File: config.mk
export PLATFORM = sky130hd
export DESIGN_NAME = nibble_sum_sched
export DESIGN_NICKNAME = d
export VERILOG_FILES = /design/src/rtl/nibble_sum_sched.sv
export SDC_FILE = /design/constraint.sdc
export NUM_CORES = 1
export LEC_CHECK = 0
export ABC_AREA = 1
export CAP_MARGIN = 10
export CORE_UTILIZATION = 30
export DETAILED_ROUTE_END_ITERATION = 8
export PLACE_DENSITY = 0.65
export SYNTH_ARGS = -nofsm -noshare
export SYNTH_HDL_FRONTEND = slang
export SYNTH_SLANG_ARGS = --single-unit
File: constraint.sdc
create_clock -name clk -period 3.3 [get_ports clk]
set_clock_uncertainty 0.05 [all_clocks]
set_input_delay 0.825 -clock clk [delete_from_list [all_inputs] [get_ports clk]]
set_output_delay 0.825 -clock clk [all_outputs]
set_load 0.005 [all_outputs]
File: src/rtl/nibble_sum_sched.sv
// -----------------------------------------------------------------------------
// nibble_sum_sched
//
// Shares one nibble-sum engine between two requesters. A granted 16-bit word
// is loaded into the engine (sel=00) and then three sums are requested
// (sel=01/10/11). Each sum adds nibble 0 to nibble 1, 2 or 3. The registered
// sums are collected and returned as one packed result, tagged with the id of
// the requester that supplied the word.
//
// Handshake semantics (all three channels): a transfer happens on a rising
// edge where valid and ready are both 1. On the request side, ready is
// combinational from the same-cycle valid and is only ever asserted in IDLE.
// On the result side, res_valid is registered and stays high, with res_data
// and res_id held stable, until the consumer returns res_ready.
//
// Parameters:
//   RR_INIT  requester (0/1) that wins the first tie after reset
//   CHK_EN   1: compare engine validout with the expected sequence, set err
//
// Ports:
//   clk         clock, rising edge
//   rst         asynchronous active-low reset
//   req0_valid  requester 0 has a word       req0_data  requester 0 word
//   req0_ready  requester 0 word accepted this cycle
//   req1_valid  requester 1 has a word       req1_data  requester 1 word
//   req1_ready  requester 1 word accepted this cycle
//   cal_d       engine data input (the captured word)
//   cal_sel     engine select: 00 load, 01/10/11 nibble0 + nibble1/2/3
//   cal_out     engine registered 5-bit sum
//   cal_valid   engine validout
//   res_valid   result available             res_ready  consumer accepts
//   res_data    {sum3, sum2, sum1}, 5 bits each
//   res_id      requester that supplied the word
//   busy        high in every state except IDLE
//   err         sticky engine-sequence error
//   state_dbg   current FSM state, for observation only
// -----------------------------------------------------------------------------
module nibble_sum_sched #(
    parameter int unsigned RR_INIT = 0,
    parameter int unsigned CHK_EN  = 1
) (
    input  logic        clk,
    input  logic        rst,
    input  logic        req0_valid,
    input  logic [15:0] req0_data,
    output logic        req0_ready,
    input  logic        req1_valid,
    input  logic [15:0] req1_data,
    output logic        req1_ready,
    output logic [15:0] cal_d,
    output logic [1:0]  cal_sel,
    input  logic [4:0]  cal_out,
    input  logic        cal_valid,
    output logic        res_valid,
    input  logic        res_ready,
    output logic [14:0] res_data,
    output logic        res_id,
    output logic        busy,
    output logic        err,
    output logic [2:0]  state_dbg
);

    localparam logic [2:0] S_IDLE = 3'd0;
    localparam logic [2:0] S_LOAD = 3'd1;
    localparam logic [2:0] S_SUM1 = 3'd2;
    localparam logic [2:0] S_SUM2 = 3'd3;
    localparam logic [2:0] S_SUM3 = 3'd4;
    localparam logic [2:0] S_WAIT = 3'd5;
    localparam logic [2:0] S_DONE = 3'd6;

    logic [2:0]  state_q;
    logic [2:0]  state_nxt;
    logic [15:0] word_q;
    logic        id_q;
    logic        prio_q;      // requester that wins the next tie
    logic [4:0]  sum1_q;
    logic [4:0]  sum2_q;
    logic [4:0]  sum3_q;
    logic        err_q;

    logic        gnt0;
    logic        gnt1;
    logic        idle_ok;
    logic        chk_window;

    // -------------------------------------------------------------------------
    // Arbitration. Ready is gated by rst so that nothing is accepted while the
    // block is held in reset, even though the state register already reads
    // IDLE.
    // -------------------------------------------------------------------------
    assign idle_ok = (state_q == S_IDLE) && rst;

    always_comb begin
        gnt0 = 1'b0;
        gnt1 = 1'b0;
        if (idle_ok) begin
            if (req0_valid && req1_valid) begin
                gnt0 = (prio_q == 1'b0);
                gnt1 = (prio_q == 1'b1);
            end else begin
                gnt0 = req0_valid;
                gnt1 = req1_valid;
            end
        end
    end

    assign req0_ready = gnt0;
    assign req1_ready = gnt1;

    // -------------------------------------------------------------------------
    // Next-state logic. Only IDLE and DONE wait on inputs; the engine
    // sequence itself is fixed length.
    // -------------------------------------------------------------------------
    always_comb begin
        state_nxt = state_q;
        case (state_q)
            S_IDLE: if (gnt0 || gnt1) state_nxt = S_LOAD;
            S_LOAD: state_nxt = S_SUM1;
            S_SUM1: state_nxt = S_SUM2;
            S_SUM2: state_nxt = S_SUM3;
            S_SUM3: state_nxt = S_WAIT;
            S_WAIT: state_nxt = S_DONE;
            S_DONE: if (res_ready) state_nxt = S_IDLE;
            default: state_nxt = S_IDLE;
        endcase
    end

    // The engine registers its sum, so each sum appears one state after the
    // select that requested it: SUM2/SUM3/WAIT are the cycles in which the
    // engine must present a valid sum.
    assign chk_window = (state_q == S_SUM2) || (state_q == S_SUM3) ||
                        (state_q == S_WAIT);

    // -------------------------------------------------------------------------
    // Sequential state
    // -------------------------------------------------------------------------
    always_ff @(posedge clk or negedge rst) begin
        if (!rst) begin
            state_q <= S_IDLE;
            word_q  <= 16'h0000;
            id_q    <= 1'b0;
            prio_q  <= 1'(RR_INIT);
            sum1_q  <= 5'd0;
            sum2_q  <= 5'd0;
            sum3_q  <= 5'd0;
            err_q   <= 1'b0;
        end else begin
            state_q <= state_nxt;

            if (gnt0 || gnt1) begin
                word_q <= gnt1 ? req1_data : req0_data;
                id_q   <= gnt1;
                // The requester just served loses the next tie.
                prio_q <= ~gnt1;
            end

            case (state_q)
                S_SUM2:  sum1_q <= cal_out;
                S_SUM3:  sum2_q <= cal_out;
                S_WAIT:  sum3_q <= cal_out;
                default: ;
            endcase

            // A missing validout is recorded but does not stall or abort the
            // sequence; the result is delivered regardless.
            if ((CHK_EN != 0) && chk_window && !cal_valid) begin
                err_q <= 1'b1;
            end
        end
    end

    // -------------------------------------------------------------------------
    // Outputs
    // -------------------------------------------------------------------------
    assign cal_d = word_q;

    always_comb begin
        cal_sel = 2'b00;
        case (state_q)
            S_SUM1:  cal_sel = 2'b01;
            S_SUM2:  cal_sel = 2'b10;
            S_SUM3:  cal_sel = 2'b11;
            default: cal_sel = 2'b00;
        endcase
    end

    // Result registers only change in SUM2..WAIT, so they are naturally
    // stable for as long as DONE is held by backpressure.
    assign res_valid = (state_q == S_DONE);
    assign res_data  = {sum3_q, sum2_q, sum1_q};
    assign res_id    = id_q;
    assign busy      = (state_q != S_IDLE);
    assign err       = err_q;
    assign state_dbg = state_q;

endmodule

==> run metrics <==
combinational power share 0.453; Synth cell types 23; starting density of the core 0.312; Routed WL 4420 µm; Sw Share 0.329; Site Rows 27; Switch Pwr 723 µW; Clk Latency, worst-skew pair 0.28 ns; Post-synth top cells nand2_1, dfrtp_1, inv_1, nand3_1, o21ai_0; Min-Delay Path Class reg -> reg; largest net degree at the start of global routing 38; Clock Power Share 0.179; clock buffer count from CTS 5; register area share after synthesis 0.539; layout net count 338; Power per Cell Area 797 nW/µm²; number of synthesized register bits 37; worst hold path startpoint err; cell internal pwr 1.47 mW; count leader, synth nand2_1; CTS root buffer clkbuf_8; Antenna diodes 0; CP Data Arrival Time 2.24 ns; max-slew violation count 0; mean number of vias per cell 4.43; largest cells by area after synthesis dfrtp_1, nand2_1, nand3_1; DIE AREA 6040 µm²; first-pass GRT wire length 7250 µm; hold buffers post-CTS 0; Power Total 2.20 mW; # IOs 85; YS warnings 0; worst-path fanout max 4; crit start category input pin; gr usage total 0.154; number of enable flip-flop cells after synthesis 0; Mapped Cells 205; Fin Setup TNS 0 ns; asr flop ratio synth 1.00; critical path data required time 2.42 ns; worst hold path depth 1; Sequential Area 926 µm²; initial DRC count 48; post-CTS sizing 0; grt total ovfl 0; share of layout cells above drive strength 1 0.0946; Die Ht 77.7 µm; Post-synth top flop dfrtp_1; post-route ant nets 0; worst rel slew slack 0.683; RD Place Congestion 0.772; RR Startpoint state_dbg[1]; vias in the first global route 1489; flop2flop setup slack 1.73 ns; sequential share of power 0.368; critical path endpoint category output port; MaxCap Viol Count 0; Vias 1632; final setup vio count 0; initial antenna violation count 0; CTS tree yes; f_max 321 MHz; area occupied by multi-input gates 639 µm²; reg2reg path depth 6; Post-DP HPWL 3280 µm; Hold Path End err; proportion of netlist area held by the largest area contributor 0.539; residual DRC count 0; count of final hold-check violations 0; post-synth top area cell dfrtp_1; run status complete, no violations; Place WS 0.193 ns; 1st-pass router iterations 4; H-tree Lvls 2; unrepaired setup endpoints after global routing no; RR Endpoint cal_d[10]; die span in x 77.7 µm; Clock Pin Slew Worst Setup and Hold Paths 0.07 ns; Clock Sinks 37; Slew @ Worst Pin 0.473 ns; Worst Setup Path Type in -> out; syn_nets 248; syn_area_per_cell 8.39 µm²; peak supply drop 0.438 mV; Leak Pwr 1.28 nW; Mapped Area 1720 µm²; Longest Clk Path Bufs 2; Final WS setup 0.186 ns; post-layout min period 3.11 ns; Post-CTS Setup Bufs 0; # port buffers 84; post-DR wirelength/cell 12.0 µm; core region area 5510 µm²; fin crit share 0.944; Fill cells 548; area grow syn2layout 60.3%
==> flip-flops by register name, summed over array words and instances, names as in the netlist <==
register,cells
state_dbg,3
sum1_q,5
err,1
cal_d,16
sum3_q,5
sum2_q,5
prio_q,1
res_id,1
==> critical path, cell delays in order <==
cell,delay (ns)
clkdlybuf4s50_1,0.51
nand2_1,0.12
nand2_2,0.10
nor2_2,0.16
clkdlybuf4s50_1,0.53
==> layout by cell type (no fill, tap or decap), drive strengths merged, types with 3 or more instances in the layout <==
master and count:
buf 5, inv 32, clkdlybuf4s50 83, o21ai 28, nor2 5, nand3 28, nand2 63, a21oi 3
clkbuf 5, dfrtp 37
==> through the flow <==
step | hold slack (ns) | util | std cells | area (µm²)
after global routing | 0.452 | 0.501 | 368 | 2760
after floorplan | 0.418 | - | 205 | 1720
after global placement | 0.409 | 0.480 | 360 | 2640
final | 0.430 | 0.501 | 368 | 2760
after CTS | 0.434 | 0.501 | 368 | 2760
after detailed placement | 0.412 | 0.480 | 360 | 2640
==> worst max-delay path by stage <==
stage	startpoint	to	slack (ns)	cells after the start
3_3_place_gp	req1_valid	req0_ready	0.20	5
5_1_grt	req1_valid	req0_ready	0.07	5
2_1_floorplan	req1_valid	req0_ready	1.17	3
4_1_cts	req1_valid	req0_ready	0.18	5
6_report	req1_valid	req0_ready	0.19	5
3_5_place_dp	req1_valid	req0_ready	0.19	5
==> cells by family after synthesis <==
logic type | count (synthesis) | share of synthesized area
flops | 37 | 0.539
simple gates | 98 | 0.255
compound gates | 33 | 0.116
buf+inv | 37 | 0.0895
==> metal layers <==
metal / track usage / vias to the layer above / wire length [µm]
li1: - / 827 / -
met1: 0.215 / 740 / 2000
met2: 0.229 / 60 / 2050
met3: 0.0341 / 5 / 305
met4: 0.0623 / 0 / 57
met5: 0 / - / 0
==> layout make-up <==
class	count	area share
well taps	72	0.0327
clock inverters	3	0.0168
repair buffers	88	0.314
inverters	32	0.0436
flip-flops and latches	37	0.336
clock buffers	5	0.0250
multi-input cells	131	0.232
==> power groups by stage <==
stage                     Sequential, mW  Clock [mW]  Combinational, mW
after global placement             0.812           0              0.999
final                              0.809       0.392              0.995
after floorplan                    0.821           0              0.389
after global routing               0.840       0.423               1.11
after CTS                          0.812       0.404               1.01
after detailed placement           0.816           0               1.01
No activity file was read; power rests on OpenSTA's default activity.
